### src/rtl/wb_mem_rr_arbiter.sv
// Round-robin Wishbone arbiter: N masters share one slave port.
// Grant is registered (one cycle latency), held for the whole cyc of the
// granted master, and a watchdog errors out beats the slave never answers.
module wb_mem_rr_arbiter #(
    parameter int NUM_MASTERS = 2,
    parameter int DW          = 32,
    parameter int AW          = 32,
    parameter int TIMEOUT     = 255
) (
    input  logic                        wb_clk_i,
    input  logic                        wb_rst_i,
    // master side, slice i belongs to master i
    input  logic [AW*NUM_MASTERS-1:0]   wbm_adr_i,
    input  logic [DW*NUM_MASTERS-1:0]   wbm_dat_i,
    input  logic [DW/8*NUM_MASTERS-1:0] wbm_sel_i,
    input  logic [NUM_MASTERS-1:0]      wbm_we_i,
    input  logic [NUM_MASTERS-1:0]      wbm_cyc_i,
    input  logic [NUM_MASTERS-1:0]      wbm_stb_i,
    input  logic [3*NUM_MASTERS-1:0]    wbm_cti_i,
    input  logic [2*NUM_MASTERS-1:0]    wbm_bte_i,
    output logic [DW*NUM_MASTERS-1:0]   wbm_dat_o,
    output logic [NUM_MASTERS-1:0]      wbm_ack_o,
    output logic [NUM_MASTERS-1:0]      wbm_err_o,
    output logic [NUM_MASTERS-1:0]      wbm_rty_o,
    // slave side
    output logic [AW-1:0]               wbs_adr_o,
    output logic [DW-1:0]               wbs_dat_o,
    output logic [DW/8-1:0]             wbs_sel_o,
    output logic                        wbs_we_o,
    output logic                        wbs_cyc_o,
    output logic                        wbs_stb_o,
    output logic [2:0]                  wbs_cti_o,
    output logic [1:0]                  wbs_bte_o,
    input  logic [DW-1:0]               wbs_dat_i,
    input  logic                        wbs_ack_i,
    input  logic                        wbs_err_i,
    input  logic                        wbs_rty_i,
    // status
    output logic [NUM_MASTERS-1:0]      grant_o,
    output logic                        timeout_o
);
    localparam int IW = (NUM_MASTERS > 1) ? $clog2(NUM_MASTERS) : 1;
    localparam int SW = DW / 8;
    localparam logic [7:0] TO_CNT = 8'(TIMEOUT);
    localparam logic [NUM_MASTERS-1:0] GNT_ONE = NUM_MASTERS'(1);

    typedef enum logic {S_IDLE = 1'b0, S_BUSY = 1'b1} state_t;

    state_t                 r_state, w_state_nxt;
    logic [NUM_MASTERS-1:0] r_grant;
    logic [IW-1:0]          r_idx;
    logic [IW-1:0]          r_last;
    logic [7:0]             r_wdog;

    logic [IW-1:0] w_pick, w_cand, w_sel;
    logic          w_any, w_busy, w_gcyc, w_gstb, w_resp, w_tmo;

    assign w_busy = (r_state == S_BUSY);
    // idle cycles park the slave mux on slice 0
    assign w_sel  = w_busy ? r_idx : '0;
    assign w_gcyc = wbm_cyc_i[w_sel];
    assign w_gstb = wbm_stb_i[w_sel];
    assign w_resp = wbs_ack_i | wbs_err_i | wbs_rty_i;
    // a real slave response in the same cycle beats the watchdog
    assign w_tmo  = w_busy && w_gstb && !w_resp && (r_wdog == TO_CNT);

    // round-robin search starting one past the last served master
    always_comb begin
        w_pick = '0;
        w_cand = '0;
        w_any  = 1'b0;
        for (int k = 1; k <= NUM_MASTERS; k++) begin
            w_cand = IW'((int'(r_last) + k) % NUM_MASTERS);
            if (!w_any && wbm_cyc_i[w_cand]) begin
                w_any  = 1'b1;
                w_pick = w_cand;
            end
        end
    end

    // next-state: grant on any request, release when the owner drops cyc
    always_comb begin
        w_state_nxt = r_state;
        case (r_state)
            S_IDLE:  if (w_any)   w_state_nxt = S_BUSY;
            S_BUSY:  if (!w_gcyc) w_state_nxt = S_IDLE;
            default: w_state_nxt = S_IDLE;
        endcase
    end

    // state, grant and round-robin pointer registers
    always_ff @(posedge wb_clk_i) begin
        if (wb_rst_i) begin
            r_state <= S_IDLE;
            r_grant <= '0;
            r_idx   <= '0;
            r_last  <= IW'(NUM_MASTERS - 1);
        end else begin
            r_state <= w_state_nxt;
            if (!w_busy && w_any) begin
                r_grant <= GNT_ONE << w_pick;
                r_idx   <= w_pick;
            end else if (w_busy && !w_gcyc) begin
                r_grant <= '0;
                r_last  <= r_idx;
            end
        end
    end

    // watchdog: counts stalled beats, restarts on any response or gap
    always_ff @(posedge wb_clk_i) begin
        if (wb_rst_i || !w_busy || w_tmo || !w_gstb || w_resp)
            r_wdog <= '0;
        else
            r_wdog <= r_wdog + 8'd1;
    end

    // slave-side request mux
    always_comb begin
        wbs_adr_o = wbm_adr_i[int'(w_sel)*AW +: AW];
        wbs_dat_o = wbm_dat_i[int'(w_sel)*DW +: DW];
        wbs_sel_o = wbm_sel_i[int'(w_sel)*SW +: SW];
        wbs_cti_o = wbm_cti_i[int'(w_sel)*3 +: 3];
        wbs_bte_o = wbm_bte_i[int'(w_sel)*2 +: 2];
        wbs_we_o  = w_busy && wbm_we_i[w_sel];
        wbs_cyc_o = w_busy && w_gcyc;
        wbs_stb_o = w_busy && w_gstb && !w_tmo;
    end

    // responses go only to the granted master
    always_comb begin
        wbm_ack_o = '0;
        wbm_err_o = '0;
        wbm_rty_o = '0;
        for (int i = 0; i < NUM_MASTERS; i++) begin
            if (w_busy && (r_idx == IW'(i))) begin
                wbm_ack_o[i] = wbs_ack_i;
                wbm_err_o[i] = wbs_err_i | w_tmo;
                wbm_rty_o[i] = wbs_rty_i;
            end
        end
    end

    assign wbm_dat_o = {NUM_MASTERS{wbs_dat_i}};
    assign grant_o   = r_grant;
    assign timeout_o = w_tmo;

endmodule

### config.mk
export PLATFORM = sky130hd
export DESIGN_NAME = wb_mem_rr_arbiter
export DESIGN_NICKNAME = d
export VERILOG_FILES = /design/src/rtl/wb_mem_rr_arbiter.sv
export SDC_FILE = /design/constraint.sdc
export NUM_CORES = 1
export LEC_CHECK = 0
export ABC_CLOCK_PERIOD_IN_PS = 3000
export BUFFER_PORTS_ARGS = -buffer_cell sky130_fd_sc_hd__buf_2
export CAP_MARGIN = 20
export CORE_AREA = 2 2 130 132
export CTS_BUF_LIST = sky130_fd_sc_hd__clkbuf_4 sky130_fd_sc_hd__clkbuf_8
export CTS_CLUSTER_DIAMETER = 200
export CTS_CLUSTER_SIZE = 30
export DETAILED_ROUTE_END_ITERATION = 6
export DIE_AREA = 0 0 132 134
export HOLD_SLACK_MARGIN = 0.1
export SYNTH_ARGS = -nofsm -noshare
export SYNTH_HDL_FRONTEND = slang
export SYNTH_SLANG_ARGS = --single-unit
### constraint.sdc
create_clock -name wb_clk_i -period 3 [get_ports wb_clk_i]
set_input_delay 0.3 -clock wb_clk_i [delete_from_list [all_inputs] [get_ports wb_clk_i]]
set_output_delay 0.3 -clock wb_clk_i [all_outputs]
set_load 0.02 [all_outputs]
## After elaboration in Yosys (flattened, before gate mapping)

Index checks and enable logic that the tools add are counted.

| storage, ports and cells | value |
|---|---|
| flip-flop bits (word level) | 13 |
| input port bits | 189 |
| output and inout bits | 149 |
| logic and storage cells | 74 |

| operators by class | value |
|---|---|
| add/sub/neg operators | 3 |
| multiply operators | 1 |
| order comparisons | 3 |
| equal/unequal tests | 1 |
| shifts and indexed selects | 6 |
| mux-type cells | 26 |
| bitwise logic cells | 6 |
| reductions and logical operators | 23 |

Operators by type and width:

| operator | count |
|---|---|
| variable part select 64 x 7 -> 32 bit | 2 |
| two-way mux 1 bit | 23 |
| logical AND 1 bit | 11 |
| adder 8 x 1 -> 8 bit, second input constant | 1 |
| equality test 8 bit, second input constant | 1 |
| variable part select 8 x 4 -> 4 bit | 1 |
| zero test 1 bit | 6 |
| less-than comparator 1 x 2 -> 1 bit, second input constant | 3 |
| variable part select 6 x 4 -> 3 bit | 1 |
| logical OR 1 bit | 4 |
| two-way mux 2 bit | 2 |
| variable part select 4 x 3 -> 2 bit | 1 |
| multiplier 1 x 2 -> 3 bit, second input constant | 1 |
| inverter 1 bit | 3 |
| bitwise OR 1 bit | 3 |
| adder 1 bit, second input constant | 2 |
| case mux 1 bit (2 select lines) | 1 |
| AND reduction 2 bit | 1 |
| nonzero test 2 bit | 1 |
| left shift 1 x 1 -> 2 bit, first input constant | 1 |

## Depth between registers and ports, before layout

| depth | value |
|---|---|
| depth in word-level cells | 10 |
| depth in mapped cells | 5 |
| mapped depth without buffers | 4 |

## Least setup slack after synthesis

OpenSTA, ideal clock, no wires.

| path | value |
|---|---|
| path type | in2out |
| from | input wbs_err_i |
| to | output wbm_err_o[1] |
| arrival | 1.555 ns |
| required time | 2.700 ns |
| path slack | 1.145 ns |
| stages on the path | 3 |
| path buffers | 0 |
| path through | or4b_4 > nor4b_4 > o21ba_1 |

| on the way | value |
|---|---|
| word-level cells in the longest chain between the ends | 7 |

RTL lines:

| item | RTL line | source |
|---|---|---|
| start: declaration | 36 | `input logic wbs_err_i,` |
| bitwise OR 1 bit (2 in series) | 63 | `assign w_resp = wbs_ack_i \| wbs_err_i \| wbs_rty_i;` |
| zero test 1 bit | 65 | `assign w_tmo = w_busy && w_gstb && !w_resp && (r_wdog == TO_CNT);` |
| logical AND 1 bit (2 in series) | 65 |  |
| via timeout_o | 40 | `output logic timeout_o` |
| bitwise OR 1 bit | 138 | `wbm_err_o[i] = wbs_err_i \| w_tmo;` |
| two-way mux 1 bit | 136 | `if (w_busy && (r_idx == IW'(i))) begin` |
| end: declaration | 23 | `output logic [NUM_MASTERS-1:0] wbm_err_o,` |

The timed path passes the listed nets, and every way through them passes these cells.

## Worst setup path in the final report

| path | value |
|---|---|
| from | register r_state |
| to | output wbm_err_o[1] |

| on the way | value |
|---|---|
| word-level cells in the longest chain between the ends | 8 |
| elaborated cells on any way between the ends | 9 |
| classes of those cells | mux: 4; bitwise: 1; reduce/logical: 4 |

RTL lines:

| item | RTL line | source |
|---|---|---|
| start: declaration | 49 | `state_t r_state, w_state_nxt;` |
| start signal: assignment | 99 | `r_state <= w_state_nxt;` |
| two-way mux 1 bit | 60 | `assign w_sel = w_busy ? r_idx : '0;` |
| two-way mux 1 bit (not written as such) (2 in series) | 62 | `assign w_gstb = wbm_stb_i[w_sel];` |
| logical AND 1 bit (3 in series) | 65 |  |
| bitwise OR 1 bit | 138 |  |
| two-way mux 1 bit (*) | 136 |  |

Every way passes the cells marked *; elsewhere a longest branch is shown, timed or not. The select of a mux whose other input is x is not followed.

==> results.toml <==
[power]
power_frac_clock_pct = 21.3
power_uw = 777
p_leak_nw = 1.59
vdd_ir_drop_max_v = 0.000126
p_switching_uw = 297
comb_power_share_pct = 54.3
swShare_pct = 38.3
power.sequential.fraction_pct = 24.4
p_int_uw = 480
power_density_nw_per_um2 = 253

[sta]
fmax_mhz = 417
finalSetupViolations = 0
finalHoldViolCount = 0
fin_crit_sh_pct = 79.9
min_period_ns = 2.40
skew_ns = 0.00462
setup_tns_ns = 0
rsz0062_at_grt = "no"
relSlewSlack_pct = 64.5
drv_slew = 0
worst_slew_pin_slew_ns = 0.531

[yosys]
ys_ff_latch = 13
synth.avg_cell_area_sq_um = 9.19
synthCells = 223
synth_area_sq_um = 2050
syn_nets = 413
yosysWarnings = 0
ys_seq_area_share_pct = 12.7
netlist-cell-type-count = 36

[critical_path]
arrival_ns = 2.10
timing.rr.end = "r_wdog[7]"
worstSetupStartpointType = "flop"
worstPathMaxFanout = 15
reg2reg_slack_ns = 1.35
r2r-start = "r_state"
cp-end-kind = "output port"
path_class = "reg2out"
ff2ff_path_depth = 3
required_ns = 2.70

[cts]
cts_made_buffers = 3
cts_hold_buf = 0
cts.clk_slew.worst_paths_ns = 0.06
cts_buffer_depth = 2
cts_sinks = 13
cts_tree = "yes"
cts_resized = 0
post_cts_buffers = 0
cts_htree_levels = 1
cts_root_buf = "clkbuf_8"
clock_latency_ns = 0.24

[global_routing]
track_usage_pct = 8.81
antenna_found_initial = 0
grt_overflow = 0
grt_pass1_vias = 1960
grt_max_degree = 55
grt_first_pass_wirelength_um = 12000

[floorplanning]
num_io_pins = 338
core-area_sq_um = 16300
start_util_pct = 12.6
rows = 47
die_y_um = 134
die_area_sq_um = 17700
die_w_um = 132

[routing]
finalWirelength_um = 9200
drc = 0
via_per_inst = 3.59
detail_route.first_pass.iterations = 4
drtIter0Drc = 77
vias = 2206
ant_nets = 0
wire_per_inst_um = 15.0

[min_path]
hold_class = "in2reg"
hp-start = "wb_rst_i"
holdPathStages = 2
holdPathEnd = "r_idx"

[final_layout]
nNetsFinal = 586
drive_above_1_share_pct = 82.8
n_fill_cell = 1853
area.growth.synth_to_final_pct = 50.2
multi_input_area_sq_um = 1250
diodes = 0
register_area_sq_um = 260
final_cells = 615

[run]
cap_violations = 0

[run_status]
run_status = "finished clean"

[place]
placedCellCount = 611
dp_hpwl_um = 8010
place.gp.congestion = 0.723
io_buffer_count = 241
-- critical path: stages (launching register included) --
cell and delay [ns]:
dfxtp_1 0.59, or4b_4 0.55, nor4b_4 0.38, o21ba_1 0.17, buf_2 0.16
-- layout by cell type, fill, tap and decap left out --
master / n
nor3_1: 4
nor4b_4: 1
nor2_1: 4
buf_12: 1
or3b_2: 1
a211o_1: 1
nand2b_1: 1
inv_1: 4
and2b_1: 1
a211oi_1: 3
o21bai_1: 1
o21a_1: 1
dfxtp_1: 13
nand3_1: 5
nand3b_4: 1
o21ai_0: 4
nand2_1: 2
xnor2_1: 2
xor2_1: 1
and3_1: 2
nand2_4: 1
mux2_2: 75
clkbuf_4: 1
clkbuf_8: 3
ha_1: 1
and2_1: 3
o21ba_1: 1
mux2i_1: 1
or2b_1: 1
a21oi_1: 3
or3_1: 3
nor3b_1: 1
o221a_2: 1
or4b_4: 1
nand4_1: 2
nand3b_1: 1
a31oi_1: 2
buf_2: 241
-- flip-flops by register name, indices dropped and copies added, names as in the netlist --
signal   cells
r_last       1
grant_o      2
r_state      1
r_idx        1
r_wdog       8
-- power by group through the flow --
stage | Combinational [mW] | Sequential [mW] | Clock, mW
after floorplan | 0.344 | 0.189 | 0
after global placement | 0.424 | 0.193 | 0
after detailed placement | 0.425 | 0.193 | 0
after CTS | 0.427 | 0.189 | 0.172
after global routing | 0.448 | 0.191 | 0.179
final | 0.422 | 0.190 | 0.166
-- Yosys cell counts --
| cell type | n | area, sq um |
|---|---|---|
| or4b_4 | 1 | 13.8 |
| nor4b_4 | 1 | 23.8 |
| xor2_1 | 1 | 8.76 |
| clkbuf_1 | 1 | 3.75 |
| a211o_1 | 1 | 8.76 |
| xnor2_1 | 2 | 17.5 |
| nor3b_1 | 1 | 7.51 |
| ha_1 | 1 | 12.5 |
| or3b_2 | 1 | 8.76 |
| nand3b_1 | 1 | 7.51 |
| buf_2 | 9 | 45.0 |
| nor2_1 | 4 | 15.0 |
| a31oi_1 | 2 | 12.5 |
| a211oi_1 | 3 | 22.5 |
| o21ba_1 | 1 | 10.0 |
| nor3_1 | 4 | 20.0 |
| nand4_1 | 2 | 12.5 |
| a21oi_1 | 3 | 15.0 |
| nand3b_4 | 1 | 20.0 |
| buf_4 | 64 | 480 |
| and3_1 | 2 | 12.5 |
| nand2_1 | 3 | 11.3 |
| nand2b_1 | 1 | 6.26 |
| o21ai_0 | 4 | 20.0 |
| mux2_2 | 75 | 845 |
| o21bai_1 | 1 | 7.51 |
| o21a_1 | 1 | 7.51 |
| or2b_1 | 1 | 7.51 |
| o221a_2 | 1 | 11.3 |
| and2b_1 | 1 | 7.51 |
| nand3_1 | 5 | 25.0 |
| dfxtp_1 | 13 | 260 |
| mux2i_1 | 1 | 10.0 |
| and2_1 | 3 | 18.8 |
| or3_1 | 3 | 18.8 |
| inv_1 | 4 | 15.0 |
-- cells by family after synthesis --
group / after synthesis / synth area share [%]
flops: 13 / 12.7
fa+ha+maj: 1 / 0.610
compound gates: 17 / 5.62
mux: 76 / 41.7
simple gates: 35 / 11.5
buf+inv: 78 / 26.6
xor+xnor: 3 / 1.28
-- per-stage QoR --
| stage | area (sq um) | util [%] | hold slack, ns | setup WS (ns) |
|---|---|---|---|---|
| after floorplan | 2050 | - | 0.369 | 1.15 |
| after global placement | 3030 | 18.6 | 0.475 | 0.860 |
| after detailed placement | 3030 | 18.6 | 0.472 | 0.836 |
| after CTS | 3080 | 18.9 | 0.270 | 0.568 |
| after global routing | 3080 | 18.9 | 0.283 | 0.471 |
| final | 3080 | 18.9 | 0.280 | 0.604 |
-- layout make-up --
| type | instances | area share, % |
|---|---|---|
| Multi-Input combinational cell | 132 | 40.7 |
| Inverter | 4 | 0.488 |
| Timing Repair Buffer | 242 | 39.8 |
| Sequential cell | 13 | 8.46 |
| Clock buffer | 4 | 1.59 |
| Tap cell | 220 | 8.94 |
-- layer usage --
layer	part of all wire [%]	GRT usage, %	vias to the layer above
met1	45	11.9	997
li1	-	-	1068
met3	8.4	2.38	12
met4	0.80	1.63	0
met5	0	0	-
met2	46	14.1	129
-- worst max path at each step --
stage,to,startpoint,slack (ns),cells after the start
finish,wbm_err_o[1],r_state,0.60,4
global route,wbm_err_o[1],r_state,0.47,4
CTS,wbm_err_o[1],r_state,0.57,4
detailed placement,wbm_err_o[1],r_state,0.84,4
global placement,wbm_err_o[1],r_state,0.86,4
floorplan,wbm_err_o[1],wbs_err_i,1.15,3
No activity file was read; power rests on OpenSTA's default activity.
